File: config.mk
export PLATFORM = sky130hd
export DESIGN_NAME = pipeline_halt_dumper
export DESIGN_NICKNAME = d
export VERILOG_FILES = /design/src/rtl/pipeline_halt_dumper.sv
export SDC_FILE = /design/constraint.sdc
export NUM_CORES = 1
export LEC_CHECK = 0
export ABC_AREA = 1
export BUFFER_PORTS_ARGS = -buffer_cell sky130_fd_sc_hd__buf_2
export CORE_MARGIN = 2
export CORE_UTILIZATION = 50
export DETAILED_ROUTE_END_ITERATION = 8
export PLACE_DENSITY_LB_ADDON = 0.3
export SYNTH_ARGS = -nofsm -noshare
export SYNTH_HDL_FRONTEND = slang
export SYNTH_SLANG_ARGS = --single-unit
File: constraint.sdc
create_clock -name clock -period 2.5 [get_ports clock]
set_input_delay 0.25 -clock clock [delete_from_list [all_inputs] [get_ports clock]]
set_output_delay 0.25 -clock clock [all_outputs]
set_load 0.01 [all_outputs]
File: src/rtl/pipeline_halt_dumper.sv
// -----------------------------------------------------------------------------
// pipeline_halt_dumper
//
// End-of-program controller for the pipelined processor. It watches the
// decode-stage instruction stream for the halt trap word, stalls the front
// end, waits for in-flight instructions to drain, then reads a window of data
// memory one word at a time and streams each (address, data) pair out under a
// valid/ready handshake. A cycle watchdog ends runaway programs.
//
// Optional feature macro: HALT_DUMP_ON_TIMEOUT_EN
//   defined   : a watchdog expiry dumps memory exactly as a trap would
//               (timeout and done both end at 1).
//   undefined : a watchdog expiry goes straight to DONE, no memory reads.
//
// Ports:
//   clock        in   system clock, all state changes on the rising edge
//   reset        in   synchronous active-high reset, returns to RUN
//   instr_valid  in   instr carries a real decode-stage instruction
//   instr        in   decode-stage instruction word
//   halt_req     out  stall request to fetch, high in every state but RUN
//   mem_rd_en    out  one-cycle data memory read strobe
//   mem_rd_addr  out  byte address of the read
//   mem_rd_data  in   read data, valid one cycle after mem_rd_en
//   dump_valid   out  dump_addr/dump_data hold a word
//   dump_ready   in   consumer accepts the presented word
//   dump_addr    out  byte address of the presented word
//   dump_data    out  presented word
//   done         out  dump complete, sticky until reset
//   timeout      out  watchdog fired, sticky until reset
// -----------------------------------------------------------------------------
module pipeline_halt_dumper #(
   parameter int unsigned       DATA_W         = 32,
   parameter int unsigned       ADDR_W         = 32,
   parameter logic [DATA_W-1:0] TRAP_WORD      = DATA_W'(32'h4400_0300),
   parameter int unsigned       DRAIN_CYCLES   = 10,
   parameter logic [ADDR_W-1:0] DUMP_BASE      = ADDR_W'(8192),
   parameter int unsigned       DUMP_WORDS     = 10,
   parameter int unsigned       BYTES_PER_WORD = 4,
   parameter int unsigned       TIMEOUT_CYCLES = 25000
) (
   input  logic              clock,
   input  logic              reset,
   input  logic              instr_valid,
   input  logic [DATA_W-1:0] instr,
   output logic              halt_req,
   output logic              mem_rd_en,
   output logic [ADDR_W-1:0] mem_rd_addr,
   input  logic [DATA_W-1:0] mem_rd_data,
   output logic              dump_valid,
   input  logic              dump_ready,
   output logic [ADDR_W-1:0] dump_addr,
   output logic [DATA_W-1:0] dump_data,
   output logic              done,
   output logic              timeout
);

   // Terminal counts; the zero cases are guarded where they are used.
   localparam logic [31:0] DRAIN_LAST   = (DRAIN_CYCLES == 0)   ? 32'd0 : 32'(DRAIN_CYCLES - 1);
   localparam logic [31:0] WORDS_LAST   = (DUMP_WORDS == 0)     ? 32'd0 : 32'(DUMP_WORDS - 1);
   localparam logic [31:0] TIMEOUT_LAST = (TIMEOUT_CYCLES == 0) ? 32'd0 : 32'(TIMEOUT_CYCLES - 1);
   localparam logic [ADDR_W-1:0] STRIDE = ADDR_W'(BYTES_PER_WORD);

   typedef enum logic [2:0] {
      S_RUN   = 3'd0,
      S_DRAIN = 3'd1,
      S_READ  = 3'd2,
      S_WAIT  = 3'd3,
      S_EMIT  = 3'd4,
      S_DONE  = 3'd5
   } state_t;

   state_t            state_q;
   logic [31:0]       cyc_q;        // RUN-state cycle counter for the watchdog
   logic [31:0]       drain_q;      // cycles spent in DRAIN
   logic [31:0]       idx_q;        // index of the word currently being dumped
   logic [ADDR_W-1:0] addr_q;       // address of the next word to read
   logic              halt_req_q;
   logic              mem_rd_en_q;
   logic [ADDR_W-1:0] mem_rd_addr_q;
   logic              dump_valid_q;
   logic [ADDR_W-1:0] dump_addr_q;
   logic [DATA_W-1:0] dump_data_q;
   logic              done_q;
   logic              timeout_q;

   logic trap_hit;
   logic wd_fire;
   logic start_dump;
   logic drain_exit;

   // An invalid decode slot can never look like a trap.
   assign trap_hit = instr_valid && (instr == TRAP_WORD);
   assign wd_fire  = (TIMEOUT_CYCLES != 0) && (cyc_q == TIMEOUT_LAST);

`ifdef HALT_DUMP_ON_TIMEOUT_EN
   assign start_dump = trap_hit || wd_fire;
`else
   assign start_dump = trap_hit;
`endif

   // Leaving the drain phase: either the drain count has elapsed, or a zero
   // drain makes the RUN-state trigger edge act as the end of drain too, so
   // the first read strobe lands DRAIN_CYCLES cycles after the trigger.
   assign drain_exit = ((state_q == S_RUN) && start_dump && (DRAIN_CYCLES == 0)) ||
                       ((state_q == S_DRAIN) && (drain_q == DRAIN_LAST));

   always_ff @(posedge clock) begin
      if (reset) begin
         state_q       <= S_RUN;
         cyc_q         <= 32'd0;
         drain_q       <= 32'd0;
         idx_q         <= 32'd0;
         addr_q        <= DUMP_BASE;
         halt_req_q    <= 1'b0;
         mem_rd_en_q   <= 1'b0;
         mem_rd_addr_q <= '0;
         dump_valid_q  <= 1'b0;
         dump_addr_q   <= '0;
         dump_data_q   <= '0;
         done_q        <= 1'b0;
         timeout_q     <= 1'b0;
      end else begin
         // Read strobe is a single-cycle pulse unless re-armed below.
         mem_rd_en_q <= 1'b0;

         case (state_q)
            S_RUN: begin
               cyc_q <= cyc_q + 32'd1;
               if (start_dump) begin
                  // Trap has priority: a simultaneous expiry is not a timeout.
                  halt_req_q <= 1'b1;
                  state_q    <= S_DRAIN;
                  drain_q    <= 32'd0;
                  if (!trap_hit) begin
                     timeout_q <= 1'b1;
                  end
               end else if (wd_fire) begin
                  halt_req_q <= 1'b1;
                  timeout_q  <= 1'b1;
                  done_q     <= 1'b1;
                  state_q    <= S_DONE;
               end
            end

            S_DRAIN: begin
               drain_q <= drain_q + 32'd1;
            end

            S_READ: begin
               state_q <= S_WAIT;
            end

            S_WAIT: begin
               // Memory returns data in this cycle; latch it with its address.
               dump_data_q  <= mem_rd_data;
               dump_addr_q  <= mem_rd_addr_q;
               dump_valid_q <= 1'b1;
               state_q      <= S_EMIT;
            end

            S_EMIT: begin
               if (dump_ready) begin
                  dump_valid_q <= 1'b0;
                  idx_q        <= idx_q + 32'd1;
                  addr_q       <= addr_q + STRIDE;
                  if (idx_q == WORDS_LAST) begin
                     done_q  <= 1'b1;
                     state_q <= S_DONE;
                  end else begin
                     mem_rd_en_q   <= 1'b1;
                     mem_rd_addr_q <= addr_q + STRIDE;
                     state_q       <= S_READ;
                  end
               end
            end

            S_DONE: begin
               // Idle until reset; traps are ignored.
            end

            default: begin
               state_q <= S_RUN;
            end
         endcase

         // End of drain overrides whatever the state case chose above.
         if (drain_exit) begin
            if (DUMP_WORDS == 0) begin
               done_q  <= 1'b1;
               state_q <= S_DONE;
            end else begin
               mem_rd_en_q   <= 1'b1;
               mem_rd_addr_q <= addr_q;
               state_q       <= S_READ;
            end
         end
      end
   end

   assign halt_req    = halt_req_q;
   assign mem_rd_en   = mem_rd_en_q;
   assign mem_rd_addr = mem_rd_addr_q;
   assign dump_valid  = dump_valid_q;
   assign dump_addr   = dump_addr_q;
   assign dump_data   = dump_data_q;
   assign done        = done_q;
   assign timeout     = timeout_q;

endmodule
# After elaboration in Yosys (flattened, before gate mapping)

Cells that the tools add are included.
W data, S select, Z words.

Bits in registers: 232
Bits of input ports: 68
Output and inout port bits: 101
Word-level logic and storage cells: 83

Add/subtract/negate cells: 4
Eq/ne operators: 19
Mux-type cells: 24
Bitwise logic cells: 2
Reductions and logical operators: 20

Operators with widths:

| operator                | number |
|---|---|
| $mux W32                | 5 |
| $add A32 B1 Y32 const B | 3 |
| $eq A32 B4 Y1 const B   | 2 |
| $pmux W32 S2            | 1 |
| $add A32 B3 Y32 const B | 1 |
| $eq A32 B15 Y1 const B  | 1 |
| $eq A32 B31 Y1 const B  | 1 |
| $pmux W3 S5             | 1 |
| $mux W3                 | 4 |
| $ne A2 B2 Y1 const B    | 6 |
| $reduce_and A3 Y1       | 4 |
| $reduce_bool A2 Y1      | 6 |
| $mux W1                 | 10 |
| $reduce_and A2 Y1       | 4 |
| $eq A3 B2 Y1 const B    | 2 |
| $eq A3 B3 Y1 const B    | 2 |
| $ne A3 B3 Y1 const B    | 2 |
| $reduce_and A5 Y1       | 1 |
| $ne A4 B4 Y1 const B    | 1 |
| $pmux W1 S2             | 2 |
| $reduce_or A2 Y1        | 2 |
| $eq A3 B1 Y1 const B    | 1 |
| $logic_not A3 Y1        | 1 |
| $logic_and A1 B1 Y1     | 2 |
| 3 further kinds         | 4 |

# Depth between registers and ports, before layout

Gate-level depths: netlist (run 1).

Depth in word-level cells: 5
Mapped depth: 13
Depth with buffers taken out: 13

# Worst setup path after synthesis (run 1)

OpenSTA, ideal clock, no wires.

Path type: reg-to-reg
From: register drain_q[0]
To: register drain_q[24]
Library setup time: 0.114 ns
Data arrival time: 1.542 ns
Data required time: 2.386 ns
Path slack: 0.844 ns
Stages on the path, launching flop included: 13
Path buffers: 0
Clock period less this slack: 1.656 ns
Path through: dfxtp_1 > ha_1 > nand2_1 > nor2_1 > nand3_1 > nor2_1 > nand3_1 > inv_1 > nand2_1 > nor2_1 > nand2_1 > nand2_1 > nor2_1

Word-level cells in the longest chain between the ends: 2

Ends and longest elaborated chain:

| item                     | line | text |
|---|---|---|
| start: declaration       | 74   | `logic [31:0] drain_q;` |
| start signal: assignment | 146  | `drain_q <= drain_q + 32'd1;` |
| $add A32 B1 Y32          | 146  |  |
| $pmux W32 S2             | 126  | `case (state_q)` |

Every way passes these cells.
A chain may end at the register's enable or synchronous reset.

# Worst setup path after layout (run 1)

From: register idx_q[0]
To: register mem_rd_addr_q[23], in the netlist mem_rd_addr[23]

Word-level cells in the longest chain between the ends: 3

Ends and longest elaborated chain:

| item                        | line | text |
|---|---|---|
| start: declaration          | 75   | `logic [31:0] idx_q;` |
| start signal: assignment    | 164  | `idx_q <= idx_q + 32'd1;` |
| $eq A32 B4 Y1               | 166  | `if (idx_q == WORDS_LAST) begin` |
| $ne A2 B2 Y1 (no line)      | n/a  |  |
| $reduce_and A3 Y1 (no line) | n/a  |  |
| end signal: assignment      | 171  | `mem_rd_addr_q <= addr_q + STRIDE;` |
| end signal: assignment      | 193  | `mem_rd_addr_q <= addr_q;` |
| end: declaration            | 79   | `logic [ADDR_W-1:0] mem_rd_addr_q;` |

Every way passes these cells.

==> key figures, run 1 <==
Outcome
  – Status: completed

Critical path
  – Critical Path Start Type: register
  – Critical Path End Type: register
  – Crit-path max FO: 23
  – CP Data Arrival Time: 2580 ps
  – Crit Path Category: register to register
  – Largest stage delay, worst path: 420 ps
  – Crit path max-delay family: simple AND/OR/NAND/NOR gates
  – Crit path required time: 2930 ps
  – Slowest CP cell: dfxtp_1
  – Crit path buffers/inverters: 2
  – CP Cell Sequence: ha_1, nand4_1, nor2_1, nand2_2, nand2_2, inv_2, nand2_1, nand3_1, nand2_1, inv_1

Yosys
  – Post-synth top flop: dfxtp_1
  – Synth async-reset ratio: 0%
  – Post-Synthesis Cells: 1908
  – Syn Std Cell Area: 12020 µm²
  – Largest cells by area after synthesis: dfxtp_1 38%, nand2_1 14%, nor2_1 12%, inv_1 6.6%, nand3_1 6.2%
  – Synth cell types: 38
  – Post-synth top cells: 442 x nand2_1, 385 x nor2_1, 226 x dfxtp_1, 213 x inv_1, 148 x nand3_1
  – Post-synth top area cell: dfxtp_1
  – Count of flip-flops with a built-in enable after synthesis: 0
  – Largest family of logic cells by synthesized area: simple AND/OR/NAND/NOR gates
  – Yosys warnings: 0
  – Post-Synth XOR/XNOR Area: 2.622%
  – Mapped Avg Cell Area: 6.302 µm²
  – Number of synthesized register bits: 226
  – Simple-gate share of the synthesized area: 38.58%
  – Seq/Total Area, Yosys: 37.63%
  – Adder-Cell Fraction of Synth Area: 0.6243%
  – Synth Area in Compound Gates: 11.17%
  – Post-synthesis mux area share: 0%
  – Most numerous cell in the Yosys netlist: nand2_1
  – Yosys top cell area share: 37.63%

Pwr
  – Pwr Density: 637.3 nW/µm²
  – LEAKAGE: 6.475 nW
  – Peak supply drop: 0.0004644 V

STA
  – Clock skew: 13.61 ps
  – # setup viols final: 0
  – Final Cycle Share: 85.90%
  – Fin. max-slew vios: 0
  – Fin Setup TNS: 0 ps
  – Post-layout min period: 2147 ps
  – Final Hold Fails: 0
  – Worst Tran Pin Value: 1265 ps
  – Final WS setup: 352.6 ps
  – Headroom to the max-slew limit: 15.64%
  – Fmax achieved: 0.4657 GHz
  – RSZ-0062 raised after global routing: no

Die
  – Die Footprint: 25300 µm²
  – Initial core utilization: 51.07%
  – Core box area: 23540 µm²
  – Top Ports: 169
  – Die Y: 159.1 µm
  – Die X: 159.1 µm
  – Placement row count: 56

Global route
  – Largest net degree at the start of global routing: 76
  – Initial antenna violation count: 0
  – Total track usage: 25.18%
  – First-pass GRT wire length: 55250 µm
  – GRT overflow: 0
  – Vias in the first global route: 11770

CTS
  – Bufs on Longest Clock Path: 3
  – Clock buffer count from CTS: 26
  – CTS tree: done
  – CTS Sinks: 226
  – Clock Tree Root: clkbuf_16
  – H-Tree Depth: 1
  – Clock Pin Slew Worst Setup and Hold Paths: 60 ps
  – Clk_lat worst skew: 530 ps

Placed design
  – RD Place Congestion: 0.9198
  – Dpl ws: 367.7 ps
  – Post-DP HPWL: 22300 µm
  – Area after DPL: 13110 µm²
  – # port buffers: 164

Final layout
  – Final Util: 60.57%
  – # diodes: 0
  – Final Instance Area: 14260 µm²
  – Layout fillers: 2269
  – Final nets: 2158
  – Fraction of layout cells with a size suffix above 1: 12.13%
  – Area grow syn2layout: 18.59%

Route
  – Detailed Route WL: 32790 µm
  – DRT antenna net count: 0
  – WL/cell: 13.54 µm
  – Initial DRT Pass Iterations: 6
  – DR DRC count: 0
  – DR vias: 12630
  – Via density: 5.219
  – Iter 0 DRT Violations: 977

Flow run
  – Max-Cap Viols: 0

Min path
  – Hold crit path type: input port to register
==> what timing repair did <==
item | 4_1_cts | 5_1_grt
hold buffers | 32 | 0
hold endpoints to repair | 32 | 0
gates resized for setup | 0 | 0
setup buffers | 0 | 0
==> report_power, final <==
part / internal, mW / switching [mW]
clock: 2.20 / 1.51
combinational: 0.446 / 0.893
sequential: 3.80 / 0.233
total: 6.45 / 2.64
==> worst paths after layout <==
kind                      to  slack (ps)        start  cells past startpoint
max reg2reg  mem_rd_addr[23]         350     idx_q[0]                     10
max          mem_rd_addr[23]         350     idx_q[0]                     10
min reg2reg      drain_q[29]         460  drain_q[29]                      2
min                idx_q[19]         280   dump_ready                      5
==> registers in the layout, indices dropped and copies added (netlist names) <==
signal / count
addr_q: 30
cyc_q: 32
done: 1
drain_q: 32
dump_addr: 30
dump_data: 32
dump_valid: 1
halt_req: 1
idx_q: 32
mem_rd_addr: 30
mem_rd_en: 1
state_q: 3
timeout: 1
==> stage by stage <==
step	power (mW)	std cells	hold slack, ps
3_5_place_dp	5.391	2343	456.0
5_1_grt	9.507	2421	285.4
2_1_floorplan	4.992	1911	384.9
4_1_cts	9.137	2421	256.6
6_report	9.087	2421	275.7
3_3_place_gp	5.360	2343	452.9
==> worst reg2reg max path, delay by kind of cell (launching register included) <==
kind / cells / cell delay (ps)
adders and majority gates: 1 / 190
buffers and inverters: 2 / 320
DFF: 1 / 420
and+or+nand+nor: 7 / 1130
==> final cells by class <==
cell class	count	area (µm²)	share of cell area, %
flip-flops and latches	226	4524	31.73
inverters	218	820.8	5.756
well taps	319	399.1	2.799
repair buffers	212	1286	9.021
multi-input cells	1400	6396	44.86
clock inverters	8	75.07	0.5265
clock buffers	38	757.0	5.309
==> kinds of logic after synthesis <==
| logic type | after synthesis |
|---|---|
| AO/OA/AOI/OAI | 261 |
| buffers and inverters | 285 |
| flip-flops | 226 |
| adder cells (fa/ha/maj) | 6 |
| other | 1 |
| AND/OR/NAND/NOR | 1093 |
| XOR/XNOR | 36 |
==> routing by layer <==
| metal | vias to the layer above | global-route usage [%] | part of all wire, % | wire length [µm] |
|---|---|---|---|---|
| met4 | 0 | 5.950 | 1.8 | 600 |
| met5 | - | 0 | 0 | 0 |
| li1 | 6403 | - | - | - |
| met1 | 5776 | 32.94 | 45 | 14860 |
| met2 | 410 | 43.26 | 46 | 15150 |
| met3 | 45 | 4.506 | 6.7 | 2184 |
==> cells in the final DEF (no fill, tap or decap), types with 4 or more instances in the layout <==
master         Yosys  final
o21ai_0          134    134
nor2_2             7      8
nor3_1            42     42
clkinv_2           0      5
nand3b_1           5      5
buf_4              6     14
inv_1            213    212
clkbuf_8           0      4
o21a_1             4      4
clkbuf_1          47      7
ha_1               6      6
inv_2              5      5
nor2_1           385    384
a21oi_1          110    110
clkbuf_16          0     27
nand4_1           34     34
nor2_4             6      6
o21bai_1           5      5
dlygate4sd3_1      0     32
nand3_1          148    148
buf_2              7    164
conb_1             1      4
nand2_1          442    442
dfxtp_1          226    226
xor2_1            33     33
nand2_2            5      5
(Power assumes the default switching activity.)
==> run 2: changes to the inputs <==
==> constraint.sdc (replaced) <==
create_clock -name clock -period 2.27 [get_ports clock]
set_input_delay 0.227 -clock clock [delete_from_list [all_inputs] [get_ports clock]]
set_output_delay 0.227 -clock clock [all_outputs]
set_load 0.01 [all_outputs]
==> run 2 against run 1 <==
  * Hold slack worse by 74 ps
  * Fmax grew 3.1%
  * Sequential power grew 10%
  * Sequential cell count did not move
  * Count of clock-buffer cells in the layout down 11
  * Via count fell by 0.63%
  * Utilization rose by 0.15 points
  * Non-clock buffer count increased by 2
  * Clock power up 13%
==> key figures, run 2 (synthesis results as in run 1) <==
STA
  – Final Hold Fails: 0 (unchanged)
  – Post-layout min period: 2082 ps (was 2147 ps)
  – Final WS setup: 188.1 ps (was 352.6 ps)
  – Clock skew: 9.414 ps (was 13.61 ps)
  – Fin. max-slew vios: 0 (unchanged)
  – Fmax achieved: 0.4803 GHz (was 0.4657 GHz)
  – Fin Setup TNS: 0 ps (unchanged)
  – # setup viols final: 0 (unchanged)
  – Hold slack: 201.7 ps (was 275.7 ps)
  – Headroom to the max-slew limit: 22.53% (was 15.64%)
  – Worst Tran Pin Value: 1162 ps (was 1265 ps)
  – RSZ-0062 raised after global routing: no (unchanged)
  – Final Cycle Share: 91.71% (was 85.90%)

CTS
  – Clock Pin Slew Worst Setup and Hold Paths: 60 ps (about the same)
  – Post-CTS Resized: 0 (unchanged)
  – Bufs on Longest Clock Path: 3 (unchanged)
  – Clk_lat worst skew: 510 ps (was 530 ps)
  – CTS Sinks: 226 (unchanged)
  – H-Tree Depth: 1 (unchanged)
  – Clock Tree Root: clkbuf_16 (unchanged)
  – Clock buffer count from CTS: 25 (was 26)
  – Post-CTS Hold Fix Bufs: 32 (unchanged)
  – CTS tree: done (unchanged)
  – Post-CTS Setup Inserts: 0 (unchanged)

Critical path
  – Slowest CP cell: dfxtp_1 (unchanged)
  – CP Depth: 10 (unchanged)
  – Critical Path End Type: register (unchanged)
  – Reg2reg start: state_q[1] (was idx_q[0])
  – CP Cell Sequence: nor2_2, nand2_2, nor2_2, nand2_1, nor2_1, nand2_1, nor2_2, nand3_1, o21ai_0, nor2_1 (was ha_1, nand4_1, nor2_1, nand2_2, nand2_2, inv_2, nand2_1, nand3_1, nand2_1, inv_1)
  – Cell mode on critical path: nor2_2
  – CP Data Arrival Time: 2480 ps (was 2580 ps)
  – R2R depth: 10 (unchanged)
  – Crit path buffers/inverters: 0 (was 2)
  – Crit Path Category: register to register (unchanged)
  – Crit-path max FO: 14 (was 23)
  – Worst reg2reg path endpoint: cyc_q[22] (was mem_rd_addr[23])
  – Critical Path Start Type: register (unchanged)
  – Crit path max-delay family: simple AND/OR/NAND/NOR gates (unchanged)
  – Largest stage delay, worst path: 330 ps (was 420 ps)
  – Critical Path End: cyc_q[22] (was mem_rd_addr[23])
  – Crit path launch: state_q[1] (was idx_q[0])
  – Crit path required time: 2670 ps (was 2930 ps)
  – R2R Setup Slk: 190 ps (was 350 ps)

Placed design
  – Post-DP HPWL: 22880 µm (was 22300 µm)
  – RD Place Congestion: 0.9061 (was 0.9198)
  – # port buffers: 164 (unchanged)
  – Dpl ws: 236.4 ps (was 367.7 ps)

Die
  – Die Y: 159.1 µm (unchanged)
  – Placement row count: 56 (unchanged)
  – Die Footprint: 25300 µm² (unchanged)
  – Initial core utilization: 51.07% (unchanged)
  – Core box area: 23540 µm² (unchanged)
  – Die X: 159.1 µm (unchanged)
  – Top Ports: 169 (unchanged)

Pwr
  – Part of the power in registers: 43.8% (was 44.4%)
  – Pwr Density: 711.0 nW/µm² (was 637.3 nW/µm²)
  – Int Power: 7.228 mW (was 6.449 mW)
  – Combinational Power Share: 14.9% (was 14.7%)
  – Peak supply drop: 0.0005130 V (was 0.0004644 V)
  – Clock power share: 41.3% (was 40.8%)
  – Net Switching: 2.936 mW (was 2.638 mW)
  – LEAKAGE: 6.488 nW (was 6.475 nW)
  – Switching share of total power: 28.88% (was 29.03%)

Final layout
  – Area grow syn2layout: 18.89% (was 18.59%)
  – Most frequent cells in the layout: 442 x nand2_1, 384 x nor2_1, 226 x dfxtp_1 (unchanged)
  – # diodes: 0 (unchanged)
  – Most common cell after layout, fill and taps aside: nand2_1 (unchanged)
  – Final nets: 2159 (was 2158)
  – Fraction of layout cells with a size suffix above 1: 12.46% (was 12.13%)

Route
  – Via density: 5.185 (was 5.219)
  – DR DRC count: 0 (unchanged)
  – Initial DRT Pass Iterations: 5 (was 6)
  – DRT antenna net count: 0 (unchanged)
  – WL/cell: 13.56 µm (was 13.54 µm)
  – Detailed Route WL: 32830 µm (was 32790 µm)
  – DR vias: 12550 (was 12630)
  – Iter 0 DRT Violations: 819 (was 977)

Min path
  – Hold crit path type: input port to register (unchanged)
  – Min-delay src: instr_valid (was dump_ready)
  – Hold Crit Depth: 5 (unchanged)

Global route
  – GRT overflow: 0 (unchanged)
  – Vias in the first global route: 11770 (about the same)
  – Total track usage: 24.91% (was 25.18%)
  – First-pass GRT wire length: 54630 µm (was 55250 µm)
  – Initial antenna violation count: 0 (unchanged)
  – Largest net degree at the start of global routing: 76 (unchanged)

Outcome
  – Status: completed (unchanged)

Flow run
  – Max-Cap Viols: 0 (unchanged)
## run 2: changes by cell type in the layout (fill, tap and decap cells not counted), moves of 2 or more
cell,before,now
clkbuf_1,7,0
bufinv_16,1,4
clkinv_2,5,8
clkinvlp_4,0,3
buf_4,14,16
clkbuf_16,27,25
clkbuf_8,4,2
## run 2: layer usage
metal / global-route usage, % / vias to the layer above / part of all wire (%)
li1: - / 6408 / -
met1: 32.40 / 5665 / 45
met2: 42.79 / 426 / 46
met3: 4.663 / 55 / 7.3
met4: 6.074 / 0 / 1.7
met5: 0 / - / 0
## run 2: cell type report
cell class / instances / area (µm²)
fill: 2245 / 9248
multi-input combinational: 1400 / 6396
sequential: 226 / 4524
timing repair buffer: 214 / 1301
inverter: 218 / 820.8
clock buffer: 27 / 653.1
tap: 319 / 399.1
clock inverter: 17 / 200.2
## run 2: per-stage QoR
stage	util [%]	cells	total power, mW	instance area (µm²)
6_report	60.72	2421	10.16	14300
5_1_grt	60.72	2421	10.65	14300
2_1_floorplan	-	1911	5.497	12040
3_3_place_gp	55.73	2345	5.939	13120
4_1_cts	60.72	2421	10.23	14300
3_5_place_dp	55.73	2345	5.982	13120
## run 2: how the worst min path moves through the flow
stage                            to  slack (ps)
global placement         dump_valid         450
CTS                 mem_rd_addr[28]         170
global route         mem_rd_addr[7]         220
detailed placement    dump_data[22]         460
finish                   state_q[0]         200
floorplan              dump_data[0]         360
## run 2: power groups by stage
stage          logic (mW)  clock network [mW]  registers, mW
2_1_floorplan        1.01                   0           4.48
3_3_place_gp         1.42                   0           4.52
3_5_place_dp         1.45                   0           4.53
4_1_cts              1.50                4.29           4.44
5_1_grt              1.69                4.47           4.48
6_report             1.51                4.20           4.45
## run 2: worst min-delay path: stages
cell and delay, ps:
buf_2 110, nand3_1 100, a21boi_0 130, nand2_1 70, nor2_1 40
